`src/rtl/uart_pkg.sv`:
```
// Shared definitions for the UART receive path: parity modes, FSM state
// encoding and the parity check helper.
package uart_pkg;

    localparam int PAR_NONE = 0;
    localparam int PAR_EVEN = 1;
    localparam int PAR_ODD  = 2;

    typedef enum logic [2:0] {
        S_IDLE,
        S_START,
        S_DATA,
        S_PARITY,
        S_STOP,
        S_WAIT_HIGH
    } rx_state_t;

    // ones is the XOR of all data bits and the received parity bit.
    function automatic logic parity_fail(input int mode, input logic ones);
        if (mode == PAR_EVEN)
            return ones;
        else if (mode == PAR_ODD)
            return ~ones;
        else
            return 1'b0;
    endfunction

endpackage

```
`src/rtl/uart_sync2.sv`:
```
// Two-flop synchroniser for the asynchronous serial pin; resets to the
// idle-high line level so reset release never looks like a start edge.
module uart_sync2 (
    input  logic clk,
    input  logic rst,
    input  logic d,
    output logic q
);

    logic meta;

    always_ff @(posedge clk or negedge rst) begin
        if (!rst) begin
            meta <= 1'b1;
            q    <= 1'b1;
        end else begin
            meta <= d;
            q    <= meta;
        end
    end

endmodule

```
`src/rtl/uart_rx_core.sv`:
```
// Parametrised UART receiver: start-bit validation, LSB-first data capture,
// optional parity, 1-2 stop bits and a valid/ready output register.
module uart_rx_core
    import uart_pkg::*;
#(
    parameter int CLKS_PER_BIT = 104,
    parameter int DATA_BITS    = 8,
    parameter int PARITY       = 0,
    parameter int STOP_BITS    = 1
) (
    input  logic                 clk,
    input  logic                 rst,
    input  logic                 dataValue,
    output logic [DATA_BITS-1:0] data,
    output logic                 data_valid,
    input  logic                 data_ready,
    output logic                 parity_err,
    output logic                 frame_err,
    output logic                 overrun,
    output logic                 busy
);

    localparam int CW = $clog2(CLKS_PER_BIT);
    localparam int IW = $clog2(DATA_BITS + 1);
    localparam logic [CW-1:0] CNT_HALF  = CW'(CLKS_PER_BIT / 2);
    localparam logic [CW-1:0] CNT_LAST  = CW'(CLKS_PER_BIT - 1);
    localparam logic [IW-1:0] BIT_LAST  = IW'(DATA_BITS - 1);
    localparam logic [IW-1:0] STOP_LAST = IW'(STOP_BITS - 1);

    logic                 rx_s;
    logic                 rx_prev;
    rx_state_t            state;
    logic [CW-1:0]        cnt;
    logic [IW-1:0]        bit_idx;
    logic [DATA_BITS-1:0] shreg;
    logic                 par_bad;
    logic                 stop_bad;
    logic                 tick;
    logic                 accept;
    logic                 stop_fe;
    logic                 last_stop;

    uart_sync2 u_sync (
        .clk (clk),
        .rst (rst),
        .d   (dataValue),
        .q   (rx_s)
    );

    assign tick      = (cnt == CNT_LAST);
    assign accept    = data_valid & data_ready;
    assign stop_fe   = stop_bad | ~rx_s;
    assign last_stop = (state == S_STOP) && tick && (bit_idx == STOP_LAST);
    assign busy      = (state != S_IDLE);

    always_ff @(posedge clk) begin
        if (state == S_DATA && tick)
            shreg <= {rx_s, shreg[DATA_BITS-1:1]};
    end

    always_ff @(posedge clk or negedge rst) begin
        if (!rst) begin
            state      <= S_IDLE;
            cnt        <= '0;
            bit_idx    <= '0;
            par_bad    <= 1'b0;
            stop_bad   <= 1'b0;
            rx_prev    <= 1'b1;
            data       <= '0;
            data_valid <= 1'b0;
            parity_err <= 1'b0;
            frame_err  <= 1'b0;
            overrun    <= 1'b0;
        end else begin
            rx_prev <= rx_s;

            // A consumer handshake in the load cycle frees the register for the new word.
            if (last_stop) begin
                if (!data_valid || accept) begin
                    data       <= shreg;
                    parity_err <= par_bad;
                    frame_err  <= stop_fe;
                    data_valid <= 1'b1;
                    if (accept)
                        overrun <= 1'b0;
                end else begin
                    overrun <= 1'b1;
                end
            end else if (accept) begin
                data_valid <= 1'b0;
                overrun    <= 1'b0;
            end

            case (state)
                S_IDLE: begin
                    // The edge cycle itself is count 0, so the timer starts at 1.
                    if (rx_prev && !rx_s) begin
                        state <= S_START;
                        cnt   <= CW'(1);
                    end
                end
                S_START: begin
                    if (cnt == CNT_HALF) begin
                        if (rx_s) begin
                            state <= S_IDLE;
                        end else begin
                            state    <= S_DATA;
                            cnt      <= '0;
                            bit_idx  <= '0;
                            par_bad  <= 1'b0;
                            stop_bad <= 1'b0;
                        end
                    end else begin
                        cnt <= cnt + CW'(1);
                    end
                end
                S_DATA: begin
                    if (tick) begin
                        cnt <= '0;
                        if (bit_idx == BIT_LAST) begin
                            bit_idx <= '0;
                            state   <= (PARITY != PAR_NONE) ? S_PARITY : S_STOP;
                        end else begin
                            bit_idx <= bit_idx + IW'(1);
                        end
                    end else begin
                        cnt <= cnt + CW'(1);
                    end
                end
                S_PARITY: begin
                    if (tick) begin
                        cnt     <= '0;
                        par_bad <= parity_fail(PARITY, (^shreg) ^ rx_s);
                        state   <= S_STOP;
                    end else begin
                        cnt <= cnt + CW'(1);
                    end
                end
                S_STOP: begin
                    if (tick) begin
                        cnt      <= '0;
                        stop_bad <= stop_fe;
                        if (bit_idx == STOP_LAST)
                            state <= stop_fe ? S_WAIT_HIGH : S_IDLE;
                        else
                            bit_idx <= bit_idx + IW'(1);
                    end else begin
                        cnt <= cnt + CW'(1);
                    end
                end
                S_WAIT_HIGH: begin
                    // A held-low line (break) must return high before a new start is armed.
                    if (rx_s)
                        state <= S_IDLE;
                end
                default: state <= S_IDLE;
            endcase
        end
    end

endmodule

```
`config.mk`:
```
export PLATFORM = sky130hd
export DESIGN_NAME = uart_rx_core
export DESIGN_NICKNAME = d
export VERILOG_FILES = /design/src/rtl/uart_pkg.sv /design/src/rtl/uart_sync2.sv /design/src/rtl/uart_rx_core.sv
export SDC_FILE = /design/constraint.sdc
export NUM_CORES = 1
export LEC_CHECK = 0
export CORE_MARGIN = 1.5
export CORE_UTILIZATION = 56
export DETAILED_ROUTE_END_ITERATION = 6
export PLACE_DENSITY = 0.88
export SYNTH_ARGS = -nofsm -noshare
export SYNTH_HDL_FRONTEND = slang
export SYNTH_HIERARCHICAL = 1
export SYNTH_SLANG_ARGS = --single-unit
```
`constraint.sdc`:
```
create_clock -name clk -period 2.6 [get_ports clk]
set_input_delay 0.26 -clock clk [delete_from_list [all_inputs] [get_ports clk]]
set_output_delay 0.26 -clock clk [all_outputs]
set_load 0.01 [all_outputs]
```
Word level (Yosys, flattened, before mapping)

Cells that the tools add are included.

Bits of input ports: 4
Register bits after elaboration: 39
Output and inout bits: 13
Word-level logic and storage cells: 97

Add/sub/neg operators: 2
Reductions and logical operators: 23
Equal/unequal tests: 20
Bitwise gates (word level): 3
Muxes and demuxes: 35

Operators with widths:

| cell                  | number |
|---|---|
| $mux W7               | 4 |
| $mux W3               | 9 |
| $mux W4               | 6 |
| $pmux W7 S3           | 1 |
| $pmux W3 S6           | 1 |
| $ne A2 B2 Y1 const B  | 7 |
| $pmux W4 S3           | 1 |
| $mux W1               | 10 |
| $reduce_bool A3 Y1    | 3 |
| $ne A2 B1 Y1 const B  | 4 |
| $reduce_and A4 Y1     | 2 |
| $reduce_and A8 Y1     | 1 |
| $add A7 B1 Y7 const B | 1 |
| $eq A7 B6 Y1 const B  | 1 |
| $eq A7 B7 Y1 const B  | 1 |
| $eq A3 B2 Y1 const B  | 2 |
| $eq A3 B3 Y1 const B  | 2 |
| $reduce_and A6 Y1     | 1 |
| $reduce_bool A2 Y1    | 3 |
| $add A4 B1 Y4 const B | 1 |
| $eq A4 B3 Y1 const B  | 1 |
| $logic_and A1 B1 Y1   | 4 |
| $logic_not A4 Y1      | 1 |
| $pmux W1 S2           | 2 |
| 12 further kinds      | 14 |

Longest topological paths before layout

Word-level depth: 6
Gate-level depth with buffers: 7
Mapped depth without buffers: 7

Hierarchy

The synthesis kept the hierarchy.

By module, submodules not included:

| module       | cells each | area an instance (um2) | seq. area each (um2) | instances |
|---|---|---|---|---|
| uart_rx_core | 164        | 1814.2                 | 917.1                | 1 |
| uart_sync2   | 2          | 52.6                   | 52.6                 | 1 |

Least setup slack after synthesis

Ideal clock, no wire load.

Kind: register to register
From: reg bit_idx[0]
To: reg data[0]
Required time: 2.472 ns
Path slack: 0.597 ns
Stages on the path, launching flop included: 7
Period minus slack after synthesis: 2.003 ns
Path buffers: 0
Library setup time: 0.128 ns
Data arrival time: 1.875 ns
Cells stage by stage: dfrtp_1 -> inv_1 -> ha_1 -> nor3b_1 -> and3_1 -> nand2_1 -> mux2_1

Longest elaborated chain between the ends: 3

Ends and longest elaborated chain:

| what                               | RTL line            | text |
|---|---|---|
| from (decl)                        | uart_rx_core.sv:34  | `logic [IW-1:0] bit_idx;` |
| from (signal assigned)             | uart_rx_core.sv:124 | `bit_idx <= bit_idx + IW'(1);` |
| from (signal assigned)             | uart_rx_core.sv:146 | `bit_idx <= bit_idx + IW'(1);` |
| $logic_not A4 Y1                   | uart_rx_core.sv:53  | `assign last_stop = (state == S_STOP) && tick && (bit_idx == STOP_LAST);` |
| $logic_and A1 B1 Y1                | uart_rx_core.sv:53  |  |
| $reduce_and A2 Y1 (no source line) | n/a                 |  |
| to (signal assigned)               | uart_rx_core.sv:80  | `data <= shreg;` |
| to (decl)                          | uart_rx_core.sv:14  | `output logic [DATA_BITS-1:0] data,` |

No other way between the ends.
A chain may end at the register's enable or synchronous reset.

Worst setup path in the final report

From: reg cnt[0]
To: reg state[0]

Longest elaborated chain between the ends: 3
Elaborated cells on any way between the ends: 7
Those cells by class: 6 x eq/ne; 1 x reduce/logical

Ends and longest elaborated chain:

| what                                                | RTL line                                | text |
|---|---|---|
| from (decl)                                         | uart_rx_core.sv:33                      | `logic [CW-1:0] cnt;` |
| from (signal assigned)                              | uart_rx_core.sv:114                     | `cnt <= cnt + CW'(1);` |
| from (signal assigned)                              | uart_rx_core.sv:127                     | `cnt <= cnt + CW'(1);` |
| from (signal assigned)                              | uart_rx_core.sv:136                     | `cnt <= cnt + CW'(1);` |
| $eq A7 B6 Y1 / $eq A7 B7 Y1 (equally long branches) | uart_rx_core.sv:103, uart_rx_core.sv:50 |  |
| $ne A2 B2 Y1 (no source line)                       | n/a                                     |  |
| $reduce_and A8 Y1 (no source line) (*)              | n/a                                     |  |
| to (signal assigned)                                | uart_rx_core.sv:122                     | `state <= (PARITY != PAR_NONE) ? S_PARITY : S_STOP;` |
| to (signal assigned)                                | uart_rx_core.sv:144                     | `state <= stop_fe ? S_WAIT_HIGH : S_IDLE;` |
| to (decl)                                           | uart_rx_core.sv:32                      | `rx_state_t state;` |

Every way passes the cells marked *; elsewhere a longest branch is shown, timed or not.

==> reports/qor.txt <==
Synth-to-Final Area Change - 14.2%
DR WL/cell - 15.3 microns
fill count - 254
GRT overflow - 0
max-slew violation count - 0
crit path launch type - flop
Slew HR - 48.8%
Detailed Routing Iterations Pass 1 - 5
initial antenna violation count - 0
die width - 60.7 microns
Post-Syn Area - 1870 sq um
Yosys top cell by area - dfrtp_1
Worst setup EP type - flop
Worst-path clk slew - 0.11 ns
Avg Cell Area, Syn - 11.2 sq um
Slew @ Worst Pin - 0.768 ns
Routed Antenna Nets - 0
DRC - 0
FP Rows - 20
vias per cell - 5.82
Synth Flop Type - dfrtp_1
crit-path max FO - 5
status - finished clean
Worst Reg-to-Reg Cells - 7
Hold Vio Cnt, Final - 0
Worst Hold Class - in -> async
ANT cells - 0
NumNets Final - 193
CTS max path bufs - 2
Layout Cells excl Fill - 230
Leak - 0.000905 uW
final WL - 3520 microns
cts repair resizes - 0
htree depth - 2
critical-path cell list - inv_1, ha_1, nand4b_1, o21ai_1, o211ai_1, a221oi_1, mux2_1
Synth warnings - 6
Core ar. - 3100 sq um
Detailed Route Iter0 Violations - 63
global-route wire length before repair - 5940 microns
Hold Buf Count CTS - 0
latest clock arrival within the worst-skew pair - 0.35 ns
fin crit period - 2.23 ns
vias post-DR - 1,338
Yosys top cell area share - 34.9%
largest net degree at the start of global routing - 30
EDFF count, synth - 8
Final setup viols - 0
CTS tree - built
setup ws final - 0.372 ns
Synth cell types - 47
Die Footprint - 3690 sq um
most frequent cells in the layout - dfrtp_1, clkdlybuf4s50_1, mux2_1
Max Clock Skew - 0.00783 ns
Initial Util - 60.2%
sequential-to-total area share from yosys stat - 51.9%
Synthesized Nets - 174
Final Power - 1700 uW
Inst Count DP - 222
dpl ws - 0.444 ns
Slowest cell on crit path - dfrtp_1
Max Cap Viol - 0
Clock Root Buffer - clkbuf_4
DIE HEIGHT - 60.7 microns
hpwl dp - 2450 microns
RD Place Congestion - 0.927
Peak Freq - 449 MHz
slowest cell delay on critical path - 0.43 ns
GRT Total Usage - 23.0%
fin crit share - 85.7%
share of layout cells above drive strength 1 - 10.8%
Synth async-reset ratio - 78.4%
# Post-CTS Setup Buffers - 0
Worst VDD drop - 0.433 mV
setup TNS - 0 ns
Sink Count - 37
crit path DAT - 2.47 ns
Pwr Density - 798 nW/um^2
commonest non-fill, non-tap cell in the layout - dfrtp_1
CP required - 2.84 ns
synth top area cells - dfrtp_1, edfxtp_1, mux2_1
RSZ-0062 raised after global routing - false
CP Class - reg -> reg
cells after synthesis - 166
Ports - 17
vias in the first global route - 1,228
input/output buffers - 15
Seq cells post-synth - 37
clock buffer count from CTS - 5
==> worst max-delay path: cells and delay by family (launching register included) <==
| family | cells | cell delay [ns] |
|---|---|---|
| and+or+nand+nor | 1 | 0.24 |
| AOI/OAI and AO/OA | 3 | 0.88 |
| muxes | 1 | 0.35 |
| buffers and inverters | 1 | 0.09 |
| DFF | 1 | 0.43 |
| adders and majority gates | 1 | 0.14 |
==> synthesized netlist by cell type, types with 2 or more instances <==
master    count
ha_1          4
o211ai_1      2
buf_6         2
and2_1        2
o21ai_1       7
nand4b_1      2
dfrtp_1      26
o31ai_1       2
and3_1        2
nor2b_1       2
clkbuf_1      2
nor3b_1       5
a21o_1        4
nand3_1       4
a31oi_1       4
dfstp_2       3
a21oi_1       9
o21bai_1      2
mux2_1       11
nor2_1        9
nand2_1       9
edfxtp_1      8
inv_1         9
o221ai_1      2
o21ai_0       2
nand2b_1      7
nor3_1        5
==> power by group <==
group / internal [uW] / leakage [uW] / switching [uW]
Sequential: 646 / 0.000452 / 105
Clock: 199 / 0.0000389 / 189
Combinational: 263 / 0.000414 / 301
Total: 1110 / 0.000905 / 595
==> through the flow <==
stage	utilization, %	hold slack (ns)	cell area [sq um]
2_1_floorplan	-	-0.0356	1870
4_1_cts	68.7	0.287	2130
6_report	68.7	0.278	2130
5_1_grt	68.7	0.276	2130
3_3_place_gp	66.2	0.350	2050
3_5_place_dp	66.2	0.348	2050
==> flip-flops by register name, summed over array words and instances (netlist names) <==
signal	flops
overrun	1
shreg	8
state	3
frame_err	1
bit_idx	4
u_sync/meta	1
cnt	7
data	8
rx_prev	1
stop_bad	1
u_sync/q	1
data_valid	1
==> cells by family (layout without fill, tap and decap cells) <==
| kind of cell | Yosys count | in the layout | synth area share (%) |
|---|---|---|---|
| buffers and inverters | 15 | 35 | 4.02 |
| AND/OR/NAND/NOR | 52 | 52 | 15.5 |
| other | 1 | 1 | 0.201 |
| flip-flops | 37 | 37 | 51.9 |
| XOR/XNOR | 1 | 1 | 0.469 |
| multiplexers | 12 | 12 | 7.17 |
| adder cells (fa/ha/maj) | 4 | 4 | 2.68 |
| AO/OA/AOI/OAI | 44 | 44 | 18.0 |
==> per-layer routing <==
metal	vias to the layer above	global-route usage [%]	wire length, microns	part of all wire, %
met4	0	10.6	93	2.6
met2	45	35.0	1720	49
met1	641	29.5	1500	43
li1	641	-	-	-
met3	11	8.32	202	5.7
met5	-	0	0	0
==> worst paths after layout <==
path	startpoint	slack [ns]	endpoint
worst max-delay path	cnt[0]	0.37	state[0]
worst min-delay path	rst	0.28	data[5]
worst max register to register	cnt[0]	0.37	state[0]
worst min register to register	u_sync/meta	0.36	u_sync/q
max in group asynchronous	rst	2.00	rx_prev
min in group clk	dataValue	0.31	u_sync/meta
==> cell type report <==
| cell class | instances | area [sq um] | share of cell area, % |
|---|---|---|---|
| sequential | 37 | 970 | 45.5 |
| multi-input combinational | 114 | 822 | 38.6 |
| timing repair buffer | 18 | 173 | 8.10 |
| tap | 44 | 55.1 | 2.58 |
| clock inverter | 3 | 41.3 | 1.94 |
| clock buffer | 5 | 37.5 | 1.76 |
| inverter | 9 | 33.8 | 1.58 |
Note: power is estimated with default switching activity, not from simulation.
